File: config.mk
export PLATFORM = sky130hd
export DESIGN_NAME = display_read_arbiter_flat
export DESIGN_NICKNAME = d
export VERILOG_FILES = /design/src/rtl/display_read_arbiter_if.sv /design/src/rtl/display_read_arbiter.sv /design/src/flat_wrapper.sv
export SDC_FILE = /design/constraint.sdc
export NUM_CORES = 1
export LEC_CHECK = 0
export CORE_ASPECT_RATIO = 0.75
export CORE_UTILIZATION = 41
export CTS_CLUSTER_DIAMETER = 150
export DETAILED_ROUTE_END_ITERATION = 8
export GPL_ROUTABILITY_DRIVEN = 0
export GPL_TIMING_DRIVEN = 1
export PLACE_DENSITY = 0.81
export SYNTH_ARGS = -nofsm -noshare
export SYNTH_HDL_FRONTEND = slang
export SYNTH_SLANG_ARGS = --single-unit
File: constraint.sdc
create_clock -name clock -period 3.5 [get_ports clock]
set_input_delay 0.525 -clock clock [delete_from_list [all_inputs] [get_ports clock]]
set_output_delay 0.525 -clock clock [all_outputs]
set_load 0.02 [all_outputs]
File: src/rtl/display_read_arbiter_if.sv
// Bus bundle between display_read_arbiter and its clients / memMux back-door read port.
// slave: the arbiter's view; master: the surrounding clients and memory.
interface display_read_arbiter_if #(
  parameter int unsigned DEPTH = 8
);
  localparam int unsigned ADDR_W = 26;
  localparam int unsigned CNT_W  = $clog2(DEPTH) + 1;

  logic              dReq;
  logic [ADDR_W-1:0] dRA;
  logic              dAck;
  logic              dRDready;
  logic              cReq;
  logic [ADDR_W-1:0] cRA;
  logic              cAck;
  logic              cRDready;
  logic              mReq;
  logic [ADDR_W-1:0] mRA;
  logic              mAck;
  logic              mRDready;
  logic [CNT_W-1:0]  inFlight;
  logic              orphan;

  modport slave (
    input  dReq, dRA, cReq, cRA, mAck, mRDready,
    output dAck, dRDready, cAck, cRDready, mReq, mRA, inFlight, orphan
  );

  modport master (
    output dReq, dRA, cReq, cRA, mAck, mRDready,
    input  dAck, dRDready, cAck, cRDready, mReq, mRA, inFlight, orphan
  );
endinterface

File: src/rtl/display_read_arbiter.sv
// Shares the memMux back-door read port between display DMA (priority) and the copier.
// Optional macro DRA_FAIR_EN: bounds display runs to MAX_RUN grants while the copier waits.
module display_read_arbiter #(
  parameter int unsigned DEPTH   = 8,
  parameter int unsigned BEATS   = 2,
  parameter int unsigned MAX_RUN = 16
) (
  input logic                  clock,
  input logic                  reset,
  display_read_arbiter_if.slave bus
);
  localparam int unsigned ADDR_W = 26;
  localparam int unsigned PTR_W  = $clog2(DEPTH);
  localparam int unsigned CNT_W  = PTR_W + 1;
  localparam int unsigned BEAT_W = (BEATS > 1) ? $clog2(BEATS) : 1;

  if (DEPTH < 2 || DEPTH > 32 || (DEPTH & (DEPTH - 1)) != 0) begin : g_bad_depth
    $error("display_read_arbiter: DEPTH must be a power of two in 2..32");
  end
  if (BEATS < 1 || MAX_RUN < 1) begin : g_bad_cfg
    $error("display_read_arbiter: BEATS and MAX_RUN must be at least 1");
  end

  typedef enum logic {IDLE, ISSUE} state_e;

  state_e              state_q, state_d;
  logic                mreq_q, mreq_d;
  logic [ADDR_W-1:0]   mra_q, mra_d;
  logic                own_q, own_d;      // 1 = copier owns the pending read
  logic [DEPTH-1:0]    tag_q;             // in-order owner tags, 1 = copier
  logic [PTR_W-1:0]    wptr_q, wptr_d, rptr_q, rptr_d;
  logic [CNT_W-1:0]    cnt_q, cnt_d;
  logic [BEAT_W-1:0]   beat_q, beat_d;
  logic                orphan_q, orphan_d;

  logic empty_c, beat_c, ack_c, pop_c, last_c, head_c, grant_c, pick_copier_c;

`ifdef DRA_FAIR_EN
  localparam int unsigned RUN_W = $clog2(MAX_RUN + 1);
  logic [RUN_W-1:0] run_q, run_d;
  assign pick_copier_c = bus.cReq & (~bus.dReq | (run_q >= RUN_W'(MAX_RUN)));
`else
  assign pick_copier_c = ~bus.dReq;
`endif

  // Strobes are gated by reset so nothing leaks to clients during the reset cycle.
  assign empty_c = (cnt_q == '0);
  assign beat_c  = bus.mRDready & ~reset;
  assign ack_c   = (state_q == ISSUE) & bus.mAck & ~reset;
  assign head_c  = tag_q[rptr_q];
  assign last_c  = (beat_q == BEAT_W'(BEATS - 1));
  assign pop_c   = beat_c & ~empty_c & last_c;
  assign grant_c = (state_q == IDLE) & (bus.dReq | bus.cReq) & (cnt_q < CNT_W'(DEPTH));

  assign bus.dAck     = ack_c & ~own_q;
  assign bus.cAck     = ack_c & own_q;
  assign bus.dRDready = beat_c & ~empty_c & ~head_c;
  assign bus.cRDready = beat_c & ~empty_c & head_c;
  assign bus.mReq     = mreq_q;
  assign bus.mRA      = mra_q;
  assign bus.inFlight = cnt_q;
  assign bus.orphan   = orphan_q;

  // Next-state: issue FSM, tag FIFO pointers, beat counter, sticky orphan.
  always_comb begin
    state_d  = state_q;
    mreq_d   = mreq_q;
    mra_d    = mra_q;
    own_d    = own_q;
    wptr_d   = wptr_q;
    rptr_d   = rptr_q;
    cnt_d    = cnt_q;
    beat_d   = beat_q;
    orphan_d = orphan_q | (beat_c & empty_c);
`ifdef DRA_FAIR_EN
    run_d    = run_q;
`endif

    case (state_q)
      IDLE: begin
        if (grant_c) begin
          state_d = ISSUE;
          mreq_d  = 1'b1;
          own_d   = pick_copier_c;
          mra_d   = pick_copier_c ? bus.cRA : bus.dRA;
`ifdef DRA_FAIR_EN
          if (pick_copier_c || !bus.cReq) run_d = '0;
          else                            run_d = run_q + RUN_W'(1);
`endif
        end
      end
      ISSUE: begin
        if (bus.mAck) begin
          state_d = IDLE;
          mreq_d  = 1'b0;
        end
      end
      default: state_d = IDLE;
    endcase

    if (ack_c) wptr_d = wptr_q + PTR_W'(1);
    if (pop_c) rptr_d = rptr_q + PTR_W'(1);

    case ({ack_c, pop_c})
      2'b10:   cnt_d = cnt_q + CNT_W'(1);
      2'b01:   cnt_d = cnt_q - CNT_W'(1);
      default: cnt_d = cnt_q;
    endcase

    if (beat_c && !empty_c) beat_d = last_c ? '0 : beat_q + BEAT_W'(1);
  end

  always_ff @(posedge clock) begin
    if (reset) begin
      state_q  <= IDLE;
      mreq_q   <= 1'b0;
      mra_q    <= '0;
      own_q    <= 1'b0;
      wptr_q   <= '0;
      rptr_q   <= '0;
      cnt_q    <= '0;
      beat_q   <= '0;
      orphan_q <= 1'b0;
`ifdef DRA_FAIR_EN
      run_q    <= '0;
`endif
    end else begin
      state_q  <= state_d;
      mreq_q   <= mreq_d;
      mra_q    <= mra_d;
      own_q    <= own_d;
      wptr_q   <= wptr_d;
      rptr_q   <= rptr_d;
      cnt_q    <= cnt_d;
      beat_q   <= beat_d;
      orphan_q <= orphan_d;
`ifdef DRA_FAIR_EN
      run_q    <= run_d;
`endif
    end
  end

  // Tag storage needs no reset: the pointers and count define what is valid.
  always_ff @(posedge clock) begin
    if (ack_c) tag_q[wptr_q] <= own_q;
  end
endmodule
File: src/flat_wrapper.sv
// flat-port wrapper written by rule: the top's interface ports become plain ports
module display_read_arbiter_flat 
#(
  parameter int unsigned DEPTH   = 8,
  parameter int unsigned BEATS   = 2,
  parameter int unsigned MAX_RUN = 16
)
  (clock, reset, bus_dReq, bus_dRA, bus_cReq, bus_cRA, bus_mAck, bus_mRDready, bus_dAck, bus_dRDready, bus_cAck, bus_cRDready, bus_mReq, bus_mRA, bus_inFlight, bus_orphan);
  display_read_arbiter_if #(.DEPTH(DEPTH)) bus_i ();
  input logic clock;
  input logic reset;
  input wire logic [$bits(bus_i.dReq)-1:0] bus_dReq;
  input wire logic [$bits(bus_i.dRA)-1:0] bus_dRA;
  input wire logic [$bits(bus_i.cReq)-1:0] bus_cReq;
  input wire logic [$bits(bus_i.cRA)-1:0] bus_cRA;
  input wire logic [$bits(bus_i.mAck)-1:0] bus_mAck;
  input wire logic [$bits(bus_i.mRDready)-1:0] bus_mRDready;
  output wire logic [$bits(bus_i.dAck)-1:0] bus_dAck;
  output wire logic [$bits(bus_i.dRDready)-1:0] bus_dRDready;
  output wire logic [$bits(bus_i.cAck)-1:0] bus_cAck;
  output wire logic [$bits(bus_i.cRDready)-1:0] bus_cRDready;
  output wire logic [$bits(bus_i.mReq)-1:0] bus_mReq;
  output wire logic [$bits(bus_i.mRA)-1:0] bus_mRA;
  output wire logic [$bits(bus_i.inFlight)-1:0] bus_inFlight;
  output wire logic [$bits(bus_i.orphan)-1:0] bus_orphan;
  assign bus_i.dReq = bus_dReq;
  assign bus_i.dRA = bus_dRA;
  assign bus_i.cReq = bus_cReq;
  assign bus_i.cRA = bus_cRA;
  assign bus_i.mAck = bus_mAck;
  assign bus_i.mRDready = bus_mRDready;
  assign bus_dAck = bus_i.dAck;
  assign bus_dRDready = bus_i.dRDready;
  assign bus_cAck = bus_i.cAck;
  assign bus_cRDready = bus_i.cRDready;
  assign bus_mReq = bus_i.mReq;
  assign bus_mRA = bus_i.mRA;
  assign bus_inFlight = bus_i.inFlight;
  assign bus_orphan = bus_i.orphan;
  display_read_arbiter #(.DEPTH(DEPTH), .BEATS(BEATS), .MAX_RUN(MAX_RUN)) u_core (.clock(clock), .reset(reset), .bus(bus_i));
endmodule
==> results by group <==
Global route
  • Total GRT Usage: 0.186
  • Initial antenna violation count: 0
  • Number of global-route vias before repair: 1804
  • GRT overflow: 0
  • First-pass GRT wire length: between 8000 and 9000 um
  • Largest net degree at the start of global routing: 57

STA
  • Fin crit share: 0.808
  • Max Fclk: 353 MHz
  • Final Setup Violations: 0
  • Slew Limit Headroom: 0.574
  • Period minus WS final: about 2800 ps
  • Pins Over Slew Limit: 0
  • Layout Skew: 8.49 ps
  • RSZ-0062 raised after global routing: no
  • Worst slew pin tran: between 600 and 700 ps
  • Setup TNS: 0 ps
  • Fin. Hold Viols: 0

Routing
  • Vias/cell: 4.96
  • Antenna Nets Post-Route: 0
  • Vias: roughly 1900
  • TritonRoute pass-1 iters: 4
  • Initial DRC Count: 108
  • Wirelength per Cell: 13.6 um
  • Number of remaining DRC errors: 0
  • Final WL: 5270 um

Yosys
  • Top cell type by total area after synthesis: dfxtp_1
  • Post-synthesis cell area: between 2000 and 2500 um^2
  • EDFF count, synth: 8
  • #FFs+latches synth: 49
  • Area contributors post-synth: dfxtp_1 35%, mux2i_1 12%, a211oi_2 11%
  • Synth top area share: 0.347
  • Seq/Total Area, Yosys: 0.448
  • Yosys warnings: 0
  • Synth Net Count: 285
  • Async SR Flop Fraction: 0
  • Post-Syn Area per Cell: approximately 11 um^2
  • Post-Syn Instances: 222
  • Yosys cell types: 34
  • Synth Flop Type: dfxtp_1

Setup path
  • Cell Chain, Critical Path: clkdlybuf4s50_1, nand2_1, nor2_1, inv_1, nor2_1, clkdlybuf4s50_1
  • Slowest cell on the critical path: clkdlybuf4s50_1
  • CP Capture Type: output port
  • Startpoint type of the worst setup path: input port
  • Worst-path maximum fanout: 7
  • Path type of the worst setup path: in2out
  • CP max stage delay: 620 ps
  • Worst endpoint required time: 2970 ps
  • Arr. time, crit path: approximately 2300 ps

Outcome
  • Status: finished, final reports clean

Floorplan
  • Starting Density: 0.435
  • # IOs: 94
  • Row cnt: 23
  • Die extent in y: 67.8 um
  • Core area: between 5000 and 6000 um^2
  • Die area: a little over 6000 um^2
  • Width of the chip: 89.8 um

Cells and area
  • Area Overhead vs Synth: 44.1%
  • Antenna cells: 0
  • NumNets Final: roughly 370
  • Register area: 1060 um^2
  • Number of fill cells: 437
  • Non-Filler Instances: just under 400
  • Multi-input gate area: 1200 um^2
  • Share of post-route cells with drive strength above 1: 0.125

Clocking
  • Clock buffer depth: 2
  • Cts hold-fix bufs: 0
  • Htree depth: 2
  • CTS buffer count: 5
  • CTS tree: built
  • Clock slew at reported path FFs: approximately 100 ps
  • Clock root buffer: clkbuf_8
  • Number of post-CTS setup repair buffers: 0
  • CTS Sinks: 49
  • CTS resizes: 0
  • Clk Latency, worst-skew pair: 310 ps

Pwr
  • Pwr Density: 380 nW/um^2
  • Max IR drop VDD: between 0.2 and 0.3 mV
  • Pleak: 1.32 nW

Placed design
  • Placed Cells incl. Taps: between 300 and 400
  • Input/output buffers: slightly above 90
  • DPL Wire Length: approximately 3900 um

Job
  • Max Cap Viol: 0

Min path
  • Hold crit path type: reg2reg
registers in the layout, summed over array words and instances (netlist names):
name / flops
u_core.bus.inFlight: 4
u_core.bus.mRA: 26
u_core.beat_q: 1
u_core.own_q: 1
u_core.rptr_q: 3
u_core.bus.mReq: 1
u_core.state_q: 1
u_core.tag_q: 8
u_core.wptr_q: 3
u_core.bus.orphan: 1
where the power goes:
group          switching [mW]  internal [mW]
Combinational           0.147          0.164
Clock                   0.204          0.146
Sequential             0.0255          0.611
cell families (layout without fill, tap and decap cells):
kind of cell / after synthesis / after routing / synth area share
AND/OR/NAND/NOR: 72 / 72 / 0.151
multiplexers: 33 / 33 / 0.151
flip-flops: 49 / 49 / 0.448
buffers and inverters: 18 / 107 / 0.0460
XOR/XNOR: 6 / 6 / 0.0222
AO/OA/AOI/OAI: 39 / 39 / 0.156
adder cells (fa/ha/maj): 5 / 5 / 0.0264
synth_stat cells, types with 2 or more instances:
library cell / instances
ha_1: 5
nor2_1: 42
nand2_1: 5
xor2_1: 5
nand2b_1: 3
a211oi_2: 20
buf_6: 3
o21ai_0: 3
inv_1: 3
dfxtp_1: 41
buf_2: 6
nor3_1: 5
clkbuf_1: 2
mux4_2: 2
or3_1: 2
buf_4: 3
nand3_1: 3
mux2i_1: 29
edfxtp_1: 8
a21oi_1: 7
a211oi_1: 8
nor2b_1: 4
and2_1: 2
through the flow:
stage	hold WS [ps]	power, mW	utilization	cell area, um^2	worst slack (ps)
floorplan	471	0.815	-	2370	1140
global placement	456	0.957	0.610	3320	660
detailed placement	458	0.963	0.610	3320	579
CTS	484	1.32	0.628	3410	675
global route	503	1.38	0.628	3410	555
finish	481	1.30	0.628	3410	671
area by class of cell:
| cell class | instances | share of cell area |
|---|---|---|
| Multi-Input combinational cell | 155 | 0.353 |
| Sequential cell | 49 | 0.311 |
| Timing Repair Buffer | 96 | 0.278 |
| Tap cell | 75 | 0.0275 |
| Clock buffer | 5 | 0.0202 |
| Clock inverter | 3 | 0.00733 |
| Inverter | 3 | 0.00330 |
worst max-delay path, delay by kind of cell:
kind,cells,cell delay (ps)
simple gates,3,450
buf+inv,3,1320
metal layers:
layer  part of all wire  global-route usage  routed length (um)
met5                  0                   0                   0
met4             0.0068              0.0676                  36
met3              0.066              0.0800                 348
met2               0.50               0.307                2630
met1               0.43               0.219                2250
placed cells by master (no fill, tap or decap):
cell             instances
xor2_1                   5
clkbuf_8                 5
mux4_2                   2
and2_1                   2
mux2i_1                 29
edfxtp_1                 8
nor3_4                   1
nand2b_1                 3
nor2b_1                  4
xnor2_1                  1
inv_6                    2
inv_1                    3
nor2_1                  42
a21oi_1                  7
mux2_1                   1
buf_4                    3
nor4_1                   1
or3_1                    2
nor4_4                   1
nor3b_4                  1
clkinvlp_4               1
nand4b_1                 1
nand2_2                  1
nor3_1                   5
dfxtp_1                 41
a211oi_1                 8
buf_2                    1
o21ai_0                  3
mux2_2                   1
nand3_1                  3
ha_1                     5
a211oi_2                20
clkdlybuf4s50_1         92
nand2_1                  5
a211o_1                  1
path summary, 6_finish.rpt:
kind,startpoint,end,slack (ps),cells past startpoint
worst max-delay path,bus_mAck,bus_dAck,670,6
worst min-delay path,u_core.bus.orphan,u_core.bus.orphan,480,2
worst max register to register,u_core.bus.inFlight[3],u_core.bus.inFlight[2],990,11
worst min register to register,u_core.bus.orphan,u_core.bus.orphan,480,2
No activity file was read; power rests on OpenSTA's default activity.
